### src/rtl/ultra_ram_burst_reader.sv
// Burst read sequencer for a 1-cycle-latency UltraRAM: issues contiguous reads
// from base_addr and streams the returned words through a 2-entry credit-controlled skid buffer.
module ultra_ram_burst_reader #(
   parameter int unsigned WIDTH      = 72,
   parameter int unsigned DEPTH      = 1024,
   parameter int unsigned DEPTH_BITS = 10
) (
   input  logic                  clk,
   input  logic                  rst,
   input  logic                  start,
   input  logic [DEPTH_BITS-1:0] base_addr,
   input  logic [DEPTH_BITS:0]   length,
   output logic                  busy,
   output logic                  done,
   output logic                  ram_read_en,
   output logic [DEPTH_BITS-1:0] ram_read_address,
   input  logic [WIDTH-1:0]      ram_read_data,
   output logic                  m_valid,
   output logic [WIDTH-1:0]      m_data,
   output logic                  m_last,
   input  logic                  m_ready
);

   localparam int unsigned CW = DEPTH_BITS + 1;

   typedef enum logic [1:0] {IDLE, RUN, FINISH} state_t;

   state_t                state_q, state_d;
   logic [DEPTH_BITS-1:0] addr_q;
   logic [CW-1:0]         len_q;
   logic [CW-1:0]         issue_cnt_q;
   logic [CW-1:0]         pop_cnt_q;
   logic                  inflight_q;
   logic [WIDTH-1:0]      mem_q [2];
   logic                  wr_ptr_q, rd_ptr_q;
   logic [1:0]            buf_count_q;

   logic valid_c, pop_c, push_c, last_c, credit_c;

   assign valid_c  = (buf_count_q != 2'd0);
   assign pop_c    = valid_c & m_ready;
   assign push_c   = inflight_q;
   assign last_c   = (pop_cnt_q == len_q - CW'(1));
   // Reserve a buffer slot for every read in flight; a same-cycle pop frees one.
   assign credit_c = (3'({1'b0, buf_count_q}) + 3'(inflight_q)) < (3'd2 + 3'(pop_c));

   // State register
   always_ff @(posedge clk or posedge rst) begin
      if (rst) state_q <= IDLE;
      else     state_q <= state_d;
   end

   // Next-state logic
   always_comb begin
      state_d = state_q;
      case (state_q)
         IDLE:    if (start) state_d = (length == CW'(0)) ? FINISH : RUN;
         RUN:     if (pop_c && last_c) state_d = FINISH;
         FINISH:  state_d = IDLE;
         default: state_d = IDLE;
      endcase
   end

   // Output decode
   always_comb begin
      busy             = (state_q != IDLE);
      done             = (state_q == FINISH);
      ram_read_en      = (state_q == RUN) && (issue_cnt_q < len_q) && credit_c;
      ram_read_address = addr_q;
      m_valid          = valid_c;
      m_data           = mem_q[rd_ptr_q];
      m_last           = valid_c & last_c;
   end

   // Address/count registers and skid buffer
   always_ff @(posedge clk or posedge rst) begin
      if (rst) begin
         addr_q      <= '0;
         len_q       <= '0;
         issue_cnt_q <= '0;
         pop_cnt_q   <= '0;
         inflight_q  <= 1'b0;
         mem_q[0]    <= '0;
         mem_q[1]    <= '0;
         wr_ptr_q    <= 1'b0;
         rd_ptr_q    <= 1'b0;
         buf_count_q <= 2'd0;
      end else begin
         inflight_q <= ram_read_en;
         if (state_q == IDLE && start) begin
            addr_q      <= base_addr;
            len_q       <= length;
            issue_cnt_q <= '0;
            pop_cnt_q   <= '0;
         end
         if (ram_read_en) begin
            addr_q      <= (addr_q == DEPTH_BITS'(DEPTH - 1)) ? '0 : addr_q + DEPTH_BITS'(1);
            issue_cnt_q <= issue_cnt_q + CW'(1);
         end
         if (push_c) begin
            mem_q[wr_ptr_q] <= ram_read_data;
            wr_ptr_q        <= ~wr_ptr_q;
         end
         if (pop_c) begin
            rd_ptr_q  <= ~rd_ptr_q;
            pop_cnt_q <= pop_cnt_q + CW'(1);
         end
         case ({push_c, pop_c})
            2'b10:   buf_count_q <= buf_count_q + 2'd1;
            2'b01:   buf_count_q <= buf_count_q - 2'd1;
            default: buf_count_q <= buf_count_q;
         endcase
      end
   end

   // The credit rule must make a push into a full buffer impossible
   assert property (@(posedge clk) disable iff (rst)
      !(push_c && !pop_c && buf_count_q == 2'd2));

endmodule

### config.mk
export PLATFORM = sky130hd
export DESIGN_NAME = ultra_ram_burst_reader
export DESIGN_NICKNAME = d
export VERILOG_FILES = /design/src/rtl/ultra_ram_burst_reader.sv
export SDC_FILE = /design/constraint.sdc
export NUM_CORES = 1
export LEC_CHECK = 0
export BUFFER_PORTS_ARGS = -buffer_cell sky130_fd_sc_hd__buf_2
export CELL_PAD_IN_SITES_DETAIL_PLACEMENT = 0
export CELL_PAD_IN_SITES_GLOBAL_PLACEMENT = 1
export CORE_MARGIN = 4
export CORE_UTILIZATION = 48
export CTS_BUF_LIST = sky130_fd_sc_hd__clkbuf_16
export DETAILED_ROUTE_END_ITERATION = 6
export PLACE_DENSITY = 0.87
export SKIP_LAST_GASP = 1
export SLEW_MARGIN = 20
export SYNTH_ARGS = -nofsm -noshare
export SYNTH_HDL_FRONTEND = slang
export SYNTH_SLANG_ARGS = --single-unit
### constraint.sdc
create_clock -name clk -period 9.95 [get_ports clk]
set_input_delay 0.995 -clock clk [delete_from_list [all_inputs] [get_ports clk]]
set_output_delay 0.995 -clock clk [all_outputs]
set_load 0.005 [all_outputs]
==> results by group <==
Outcome
  – Status: complete, no violations

Pwr
  – Reported leakage power: 5.01 nW
  – Peak VDD IR: 0.169 mV
  – PwrDens: 321 mW/mm^2

Finish
  – Final Net Count: 1006
  – Sequential cell area: 0.00486 mm^2
  – Share of cells above drive strength 1: 50.5%
  – # fillers: 1551
  – Layout Cells excl Fill: 1166
  – Final Instance Area: 0.0110 mm^2
  – Layout area overhead: 18.5%
  – Footprint of the multi-input gates: 0.00425 mm^2

Floorplanning
  – Die W: 147 um
  – # rows: 50
  – Die ar.: 0.0216 mm^2
  – Initial Util: 49.3%
  – I/O pins: 184
  – Core Box Area: 0.0188 mm^2
  – Die H: 147 um

Clock tree
  – # Post-CTS Setup Buffers: 0
  – Htree depth: 4
  – Clk_lat worst skew: 0.42 ns
  – Clock Sinks: 194
  – Hold-fix buffers at CTS: 0
  – CTS Buf Count: 17
  – Clk slew on worst S/H paths: 0.07 ns
  – CTS max path bufs: 2
  – CTS tree: done
  – CTS resizes: 0
  – CTS Root Cell: clkbuf_16

Logic synthesis
  – Synth top area share: 52.3%
  – Register bit total from synthesis: 194
  – Post-synth top flop: dfrtp_1
  – Sequential area share after synthesis: 52.3%
  – Most common cell in the netlist: mux2_2
  – Synth area leader: dfrtp_1
  – Synth cell types: 52
  – Syn_area_per_cell: 12.9 um^2
  – YS warnings: 0
  – Post-Synthesis Cells: 719
  – Number of flops mapped to enable cells by yosys: 0
  – Net Count, Synth: 833
  – Commonest cells in the netlist: mux2_2 (218), dfrtp_1 (194), nand2_1 (38), o21ai_0 (33), clkbuf_1 (30)
  – Cell area after synthesis: 0.00928 mm^2
  – Post-synth ARST share: 100%
  – Area contributors post-synth: dfrtp_1 (52%), mux2_2 (26%), ha_1 (2.3%), o21ai_0 (1.8%), nand2_1 (1.5%)

Global route
  – GR peak layer: met2
  – GR Util met2: 30.1%
  – Met3 global-route usage: 3.18%
  – Met1 Use GR: 26.0%
  – Grt ovf: 0
  – First-pass GRT wire length: 33000 um
  – Largest net degree at the start of global routing: 124
  – Vias in the first global route: 6443
  – Antenna violations before repair: 1
  – Total track usage: 18.6%

Placement
  – Dpl ws: 6.46 ns
  – DP HPWL: 13600 um
  – Routability cong.: 0.807
  – Post-DP Area: 0.0104 mm^2
  – Placed insts: 1133
  – Number of buffers added on ports: 183

Critical path
  – WS Path Type: register to output pin
  – Worst-path maximum fanout: 30
  – Worst Setup Start Kind: register
  – Worst path required time: 8.96 ns
  – WP data arrival: 2.69 ns
  – CP Capture Type: output pin

Routing
  – ANT nets after route: 0
  – Vias: 6242
  – DRC Markers: 0
  – DRT iter0 DRCs: 271
  – WL final: 19800 um
  – Routed WL per cell: 17.0 um
  – Pre-antenna DRT Iters: 4
  – Vias per inst: 5.35

Flow run
  – Maximum capacitance violations: 0

STA
  – Setup ws final: 6.26 ns
  – Final hold vios: 0
  – Clk_skew: 0.00773 ns
  – Slew headroom: 28.6%
  – Worst hold margin: 0.477 ns
  – Slew @ Worst Pin: 1.07 ns
  – Part of the cycle the worst path needs: 37.0%
  – Max Fclk: 271 MHz
  – Final setup viols: 0
  – Setup TNS: 0 ns
  – Minimum clock period: 3.69 ns
  – Slew Limit Fails: 0
  – Unrepaired setup endpoints after global routing: no

Hold path
  – Hold Path Class: register to register
stage by stage:
| stage | util, % | power [W] |
|---|---|---|
| 6_report | 58.4 | 0.00353 |
| 3_3_place_gp | 55.5 | 0.00288 |
| 3_5_place_dp | 55.5 | 0.00293 |
| 2_1_floorplan | - | 0.00241 |
| 4_1_cts | 58.4 | 0.00358 |
| 5_1_grt | 58.4 | 0.00378 |
layout by cell type, fill, tap and decap left out, types with 3 or more instances in the layout:
master and n:
nor2_1 19, nand4_1 6, nand3_1 15, xor2_1 9
clkinv_1 4, o31ai_1 5, xnor2_1 13, ha_1 17
clkinvlp_4 3, clkbuf_16 17, nor3b_1 4, buf_4 4
o21ai_0 33, a31oi_1 3, or2_2 5, and2_1 3
nor2b_1 3, mux2i_1 7, and3_1 20, inv_1 14
nand2_1 37, dfrtp_1 193, inv_6 5, inv_8 4
buf_2 183, a21oi_1 3, mux2_2 218, a22o_1 4
nor3_1 6, a221o_1 11
registers in the layout, indices dropped and copies added, names as in the netlist:
name / cells
ram_read_address: 10
state_q: 2
buf_count_q: 2
wr_ptr_q: 1
inflight_q: 1
mem_q: 144
rd_ptr_q: 1
len_q: 11
issue_cnt_q: 11
pop_cnt_q: 11
area by class of cell:
class,instances,share of cell area [%]
well taps,260,2.96
diodes,1,0.0228
inverters,17,0.649
multi-input cells,475,38.6
flip-flops and latches,194,44.2
clock inverters,15,1.09
clock buffers,17,3.87
repair buffers,187,8.60
per-layer routing:
layer,part of all wire [%],up-vias
met5,0,-
met4,1.5,0
met3,4.2,22
met2,48,141
met1,46,3137
li1,-,2942
worst paths after layout:
check,start,endpoint,slack [ns],cells past startpoint
worst max-delay path,len_q[2],ram_read_en,6.26,8
worst min-delay path,state_q[1],state_q[0],0.48,1
worst max register to register,len_q[2],issue_cnt_q[6],7.04,9
worst min register to register,state_q[1],state_q[0],0.48,1
max in group asynchronous,rst,mem_q[9],7.83,3
min in group asynchronous,rst,mem_q[104],0.72,2
power breakdown:
group	total, W	switching [W]	internal, W
clock network	0.000645	0.000318	0.000327
logic	0.00153	0.000661	0.000871
registers	0.00135	0.000205	0.00115
total	0.00353	0.00118	0.00234
logic make-up after synthesis:
kind of cell / synth area share (%)
flops: 52.3
simple gates: 7.65
buf+inv: 2.06
xor+xnor: 2.37
fa+ha+maj: 2.29
compound gates: 5.97
mux: 27.3
worst max-delay path, stage by stage, from the launching register on:
cell and delay (ns):
dfrtp_1 0.47, inv_1 0.09, ha_1 0.32, a21o_1 0.18
a31oi_1 0.15, o21bai_1 0.13, a21o_2 0.34, inv_2 0.40
buf_2 0.20
(Power assumes the default switching activity.)
